--- config.mk ---
export PLATFORM = sky130hd
export DESIGN_NAME = instr_fetch
export DESIGN_NICKNAME = d
export VERILOG_FILES = /design/src/rtl/cpu_pkg.sv /design/src/rtl/fetch_timeout_ctr.sv /design/src/rtl/instr_fetch.sv
export SDC_FILE = /design/constraint.sdc
export NUM_CORES = 1
export LEC_CHECK = 0
export ABC_AREA = 0
export CORE_UTILIZATION = 40
export CTS_BUF_LIST = sky130_fd_sc_hd__clkbuf_4
export DETAILED_ROUTE_END_ITERATION = 6
export PLACE_DENSITY = 0.8
export SYNTH_ARGS = -nofsm -noshare
export SYNTH_HDL_FRONTEND = slang
export SYNTH_SLANG_ARGS = --single-unit
--- constraint.sdc ---
create_clock -name clk -period 6.4 [get_ports clk]
set_clock_uncertainty 0.15 [all_clocks]
set_input_delay 0.96 -clock clk [delete_from_list [all_inputs] [get_ports clk]]
set_output_delay 0.96 -clock clk [all_outputs]
set_load 0.1 [all_outputs]
--- src/rtl/cpu_pkg.sv ---
// Shared CPU definitions: default widths, fetch FSM states and
// the NOP encoding used when seeding instruction streams.
package cpu_pkg;

    localparam int ADDR_W_DEF = 16;
    localparam int DATA_W_DEF = 16;

    localparam logic [15:0] NOP_INSTR = 16'h0000;

    typedef enum logic [1:0] {
        S_IDLE = 2'd0,
        S_WAIT = 2'd1,
        S_DROP = 2'd2
    } fetch_state_e;

    // Width of a counter that must hold 0..t; never narrower than one bit.
    function automatic int ctr_width(input int t);
        return (t < 1) ? 1 : $clog2(t + 1);
    endfunction

endpackage

--- src/rtl/fetch_timeout_ctr.sv ---
// Saturating wait-cycle counter for an outstanding memory request;
// expired_o flags the last cycle the request may still be acked.
module fetch_timeout_ctr
    import cpu_pkg::*;
#(
    parameter int TIMEOUT_CYCLES = 64
) (
    input  logic clk,
    input  logic reset,
    input  logic clr_i,
    input  logic en_i,
    output logic expired_o
);

    localparam int CW = ctr_width(TIMEOUT_CYCLES);
    localparam int SAT_I  = (TIMEOUT_CYCLES > 0) ? TIMEOUT_CYCLES : (1 << CW) - 1;
    localparam int LAST_I = (TIMEOUT_CYCLES > 0) ? TIMEOUT_CYCLES - 1 : 0;
    localparam logic [CW-1:0] SAT  = CW'(SAT_I);
    localparam logic [CW-1:0] LAST = CW'(LAST_I);

    logic [CW-1:0] cnt_q;
    logic [CW-1:0] cnt_d;

    always_comb begin
        cnt_d = cnt_q;
        if (clr_i) begin
            cnt_d = '0;
        end else if (en_i && (cnt_q != SAT)) begin
            cnt_d = cnt_q + CW'(1);
        end
    end

    always_ff @(posedge clk or posedge reset) begin
        if (reset) begin
            cnt_q <= '0;
        end else begin
            cnt_q <= cnt_d;
        end
    end

    if (TIMEOUT_CYCLES > 0) begin : g_on
        assign expired_o = (cnt_q == LAST);
    end else begin : g_off
        assign expired_o = 1'b0;
    end

endmodule

--- src/rtl/instr_fetch.sv ---
// Fetch stage: single-outstanding instruction memory reads, output
// register toward decode, PC stall and branch flush handling.
module instr_fetch
    import cpu_pkg::*;
#(
    parameter int ADDR_W         = ADDR_W_DEF,
    parameter int DATA_W         = DATA_W_DEF,
    parameter int TIMEOUT_CYCLES = 64
) (
    input  logic              clk,
    input  logic              reset,
    input  logic [ADDR_W-1:0] pc_in,
    input  logic              branch_taken,
    output logic              pc_stall,
    output logic              imem_req,
    output logic [ADDR_W-1:0] imem_addr,
    input  logic              imem_ack,
    input  logic [DATA_W-1:0] imem_rdata,
    output logic              out_valid,
    input  logic              out_ready,
    output logic [DATA_W-1:0] out_instr,
    output logic [ADDR_W-1:0] out_pc,
    output logic              fetch_err
);

    fetch_state_e      state_q, state_d;
    logic              req_q, req_d;
    logic [ADDR_W-1:0] addr_q, addr_d;
    logic              ov_q, ov_d;
    logic [DATA_W-1:0] instr_q, instr_d;
    logic [ADDR_W-1:0] opc_q, opc_d;
    logic              err_q, err_d;

    logic launch;
    logic xfer;
    logic busy;
    logic expired;
    logic timeout;
    logic load;

    assign busy    = (state_q != S_IDLE);
    assign xfer    = req_q && imem_ack;
    assign timeout = busy && !imem_ack && expired;

    // A launch needs a free or draining output slot, so a transfer never overflows.
    assign launch = (state_q == S_IDLE) && !err_q && !branch_taken
                    && (!ov_q || out_ready);

    assign pc_stall = reset || !launch;

    fetch_timeout_ctr #(
        .TIMEOUT_CYCLES(TIMEOUT_CYCLES)
    ) u_tmo (
        .clk      (clk),
        .reset    (reset),
        .clr_i    (launch),
        .en_i     (busy && !imem_ack),
        .expired_o(expired)
    );

    always_comb begin
        state_d = state_q;
        req_d   = req_q;
        addr_d  = addr_q;
        err_d   = err_q;
        load    = 1'b0;

        unique case (state_q)
            S_IDLE: begin
                if (launch) begin
                    addr_d  = pc_in;
                    req_d   = 1'b1;
                    state_d = S_WAIT;
                end
            end
            S_WAIT: begin
                if (xfer) begin
                    req_d   = 1'b0;
                    state_d = S_IDLE;
                    load    = !branch_taken;
                end else if (timeout) begin
                    err_d   = 1'b1;
                    req_d   = 1'b0;
                    state_d = S_IDLE;
                end else if (branch_taken) begin
                    state_d = S_DROP;
                end
            end
            S_DROP: begin
                if (xfer) begin
                    req_d   = 1'b0;
                    state_d = S_IDLE;
                end else if (timeout) begin
                    err_d   = 1'b1;
                    req_d   = 1'b0;
                    state_d = S_IDLE;
                end
            end
            default: begin
                req_d   = 1'b0;
                state_d = S_IDLE;
            end
        endcase
    end

    always_comb begin
        ov_d    = ov_q;
        instr_d = instr_q;
        opc_d   = opc_q;
        if (ov_q && out_ready) begin
            ov_d = 1'b0;
        end
        if (load) begin
            ov_d    = 1'b1;
            instr_d = imem_rdata;
            opc_d   = addr_q;
        end
        // A taken branch makes whatever sits in the slot stale.
        if (branch_taken) begin
            ov_d = 1'b0;
        end
    end

    always_ff @(posedge clk or posedge reset) begin
        if (reset) begin
            state_q <= S_IDLE;
            req_q   <= 1'b0;
            addr_q  <= '0;
            ov_q    <= 1'b0;
            instr_q <= '0;
            opc_q   <= '0;
            err_q   <= 1'b0;
        end else begin
            state_q <= state_d;
            req_q   <= req_d;
            addr_q  <= addr_d;
            ov_q    <= ov_d;
            instr_q <= instr_d;
            opc_q   <= opc_d;
            err_q   <= err_d;
        end
    end

    assign imem_req  = req_q;
    assign imem_addr = addr_q;
    assign out_valid = ov_q;
    assign out_instr = instr_q;
    assign out_pc    = opc_q;
    assign fetch_err = err_q;

endmodule

* Yosys cells after proc, flatten, opt, wreduce, memory -nomap -nowiden
Index checks and enable logic that the tools add are counted.
** Storage, ports and cells
- Flip-flop bits (word level) :: 60
- Input bits :: 37
- Output and inout port bits :: 52
- Word-level logic and storage cells :: 60
** Operators by class
- Equal/unequal tests :: 8
- $add $sub $neg :: 1
- Multiplexer cells :: 18
- Reductions and logical operators :: 24
- Bitwise logic cells :: 1
** Operator list (count)
- $mux 7 :: 2
- $mux 2 :: 6
- $logic_and 1x1->1 :: 8
- $mux 1 :: 8
- $add 7x1->7 const B :: 1
- $eq 7x6->1 const B :: 1
- $ne 7x7->1 const B :: 1
- $pmux 2 s3 :: 1
- $reduce_and 3->1 :: 2
- $logic_not 1->1 :: 5
- $ne 4x4->1 const B :: 1
- $reduce_and 2->1 :: 2
- $reduce_bool 2->1 :: 2
- $ne 3x1->1 const B :: 1
- $ne 3x3->1 const B :: 1
- $reduce_bool 3->1 :: 1
- $eq 2x1->1 const B :: 1
- $eq 2x2->1 const B :: 1
- $logic_not 2->1 :: 1
- $logic_or 1x1->1 :: 2
- $ne 2x2->1 const B :: 1
- $pmux 1 s2 :: 1
- $reduce_or 2->1 :: 1
- $not 1->1 :: 1

* Depth between registers and ports, before layout
- Depth after elaboration :: 6
- Mapped depth :: 6

* Hierarchy
A second synthesis with hierarchy kept.
** Second synthesis, totals
- Cells, all modules :: 180
- Area total of the unflattened synthesis :: 2567.5 µm²
** By module, submodules not included
- instr_fetch :: area each 2170.8 µm², instances 1, cells an instance 137
- fetch_timeout_ctr :: area each 396.6 µm², instances 1, cells an instance 43

* Worst setup path after synthesis
No wires, ideal clock.
- Path type :: input-to-output
- From :: input port reset
- To :: output port pc_stall
- Stages on the path :: 2
- Path slack :: 1671 ps
- Data arrival time :: 3619 ps
- Path buffers :: 0
- Cells stage by stage :: inv_1 nand4_1
** On the way
- Word-level cells in the longest chain between the ends :: 1
** RTL lines
- start: declaration :: line instr_fetch.sv:11 : input logic reset,
- $logic_or 1x1->1 :: line instr_fetch.sv:49 : assign pc_stall = reset || !launch;
- end: declaration :: line instr_fetch.sv:14 : output logic pc_stall,
Every way passes these cells.

* Final worst setup path
- From :: input port branch_taken
- To :: output port pc_stall
** On the way
- Word-level cells in the longest chain between the ends :: 5
** RTL lines
- start: declaration :: line instr_fetch.sv:13 : input logic branch_taken,
- $logic_not 1->1 :: line instr_fetch.sv:46 : assign launch = (state_q == S_IDLE) && !err_q && !branch_taken
- $logic_and 1x1->1 :: line instr_fetch.sv:46
- $logic_and 1x1->1 :: line instr_fetch.sv:47 : && (!ov_q || out_ready);
- $logic_not 1->1 :: line instr_fetch.sv:49
- $logic_or 1x1->1 :: line instr_fetch.sv:49
Every way passes these cells.

==> out/metrics.yaml <==
track_usage_pct: 15.9
path_cells: "clkdlybuf4s50_1, nor2_1, nand4_1, clkdlybuf4s50_1"
layout.nets: 310
areaGrowthSynthToFinish_pct: 44.1
dp_hpwl_um: 3340
setup_viol: 0
yosys_warnings: 0
num_antenna_cells: 0
cts_tree: "yes"
path_max_fanout: 4
yosysSeqAreaShare_pct: 60.6
root_buffer: "clkbuf_4"
numCtsBuffers: 9
finalCritPeriodShare_pct: 61.4
first_pass_iters: 4
final_common_cell: "clkdlybuf4s50_1"
required_ns: 5.29
max_slew_margin_pct: 23.7
arrival_ns: 2.82
cts_hold_buf: 0
gp_congestion: 0.800
hold_class: "flip-flop to flip-flop"
clk_latency_ns: 0.38
status: "complete, no violations"
path_depth: 4
start_kind: "primary input"
post_drt_wl_per_cell_um: 14.1
report.final.slew_viol_count: 0
core_area_um2: 5960
worst_pin_slew_ns: 1.14
grt_first_pass_wirelength_um: 7670
numPortBuffers: 88
crit_top_cell: "clkdlybuf4s50_1"
grt.overflow.total: 0
slowest_stage: "clkdlybuf4s50_1"
fin_setup_tns_ns: 0
ys_seq_elements: 60
drc: 0
syn_area_um2: 2480
r2r_cells: 4
whs_path_depth: 1
path_delay_family: "buffers and inverters"
yosysUniqueCellTypes: 29
finish.instance_area_um2: 3570
grt_pass1_vias: 1714
initial_core_util_pct: 41.6
grt_start_max_net_pins: 61
syn-num-nets: 215
cp-end-kind: "primary output"
pin_count: 89
fin_crit_ns: 3.93
max_stage_delay_ns: 1.14
die_area_um2: 6520
cts_resized: 0
clkSlewWorstSetupHoldPaths_ns: 0.10
post-cts-setup-buffer-count: 0
htree_levels: 3
numClockSinks: 60
ant_nets: 0
antenna_found_initial: 0
wl_um: 4900
die_w_um: 80.7
final_cell_mix: "clkdlybuf4s50_1, dfrtp_1, mux2_2, clkbuf_4"
rsz0062_at_grt: "false"
clockBufferDepth: 2
placed_cell_area_um2: 3440
fmax_ghz: 0.254
num_vias: 1742
rows: 28
critPathKind: "primary input to primary output"
finalHoldViolCount: 0
whs_ns: 0.361
drtIter0Drc: 55
drive_gt1_share_pct: 25.7
postSynthCellCount: 172
postSynthAreaPerCell_um2: 14.4
cap_violations: 0
fp.dieH_um: 80.7
viasPerCell: 5.02
path_buf_inv: 2
==> per-stage QoR <==
stage / cells / setup WS (ns) / utilization, %
floorplan: 172 / 1.67 / -
global placement: 331 / 2.49 / 57.8
detailed placement: 331 / 2.47 / 57.8
CTS: 347 / 2.47 / 60.0
global route: 347 / 2.42 / 60.0
finish: 347 / 2.47 / 60.0
==> final timing paths <==
| path | startpoint | slack (ns) | to |
|---|---|---|---|
| max in group asynchronous | reset | 4.63 | imem_addr[0]$_DFFE_PP0P_ |
| min | out_instr[8]$_DFFE_PP0P_ | 0.36 | out_instr[8]$_DFFE_PP0P_ |
| max | branch_taken | 2.47 | pc_stall |
| max reg2reg | state_q[0]$_DFFE_PP0P_ | 3.84 | imem_addr[9]$_DFFE_PP0P_ |
| min in group asynchronous | reset | 0.99 | state_q[1]$_DFFE_PP0P_ |
| min reg2reg | out_instr[8]$_DFFE_PP0P_ | 0.36 | out_instr[8]$_DFFE_PP0P_ |
==> routing by layer <==
layer | wire [um] | GRT usage, % | up-vias
met5 | 0 | 0 | -
li1 | - | - | 804
met3 | 442 | 6.93 | 7
met1 | 2140 | 19.6 | 859
met4 | 61 | 6.43 | 0
met2 | 2250 | 24.5 | 72
==> cell families after synthesis <==
family,share of synthesized area [%]
AOI/OAI and AO/OA,3.94
xor gates and xnor gates,1.06
adders and majority gates,3.03
buffers and inverters,2.07
DFF,60.6
muxes,22.4
and+or+nand+nor,6.92
==> sequential cells by signal, indices dropped and copies added, names as in the netlist <==
register and cells:
out_pc 16, fetch_err 1, state_q 2, out_valid 1
imem_addr 16, u_tmo.cnt_q 7, out_instr 16, imem_req 1
==> cell type report <==
| type | instances | area [um^2] |
|---|---|---|
| sequential | 60 | 1500 |
| timing repair buffer | 89 | 888 |
| multi-input combinational | 100 | 931 |
| clock buffer | 10 | 75.1 |
| fill | 495 | 2380 |
| inverter | 7 | 26.3 |
| tap | 75 | 93.8 |
| clock inverter | 6 | 55.1 |
==> Yosys cell counts <==
cell type   n  area, um^2
o31ai_1     1        7.51
o21ai_2     1        8.76
and4b_1     1        10.0
nor2_1      2        7.51
nor2b_1     2        12.5
xnor2_1     3        26.3
inv_1       7        26.3
nand2b_1    2        12.5
and4bb_4    1        16.3
o21ai_0     6        30.0
o21ai_1     1        5.00
nand2_1     3        11.3
ha_1        6        75.1
o22ai_1     1        6.26
buf_2       5        25.0
a21oi_1     1        5.00
nor3b_1     1        7.51
dfrtp_1    60        1500
o211ai_1    1        7.51
mux2_2     48         541
a31o_2      1        8.76
mux2_4      1        15.0
a21bo_2     1        10.0
nand4_1     5        31.3
a211o_1     1        8.76
and2_1      3        18.8
nand3_1     5        25.0
and4_1      1        8.76
or4b_1      1        10.0
Power is not shown: default switching activity piles up to over one toggle a cycle in this logic, so the estimate is an artifact.
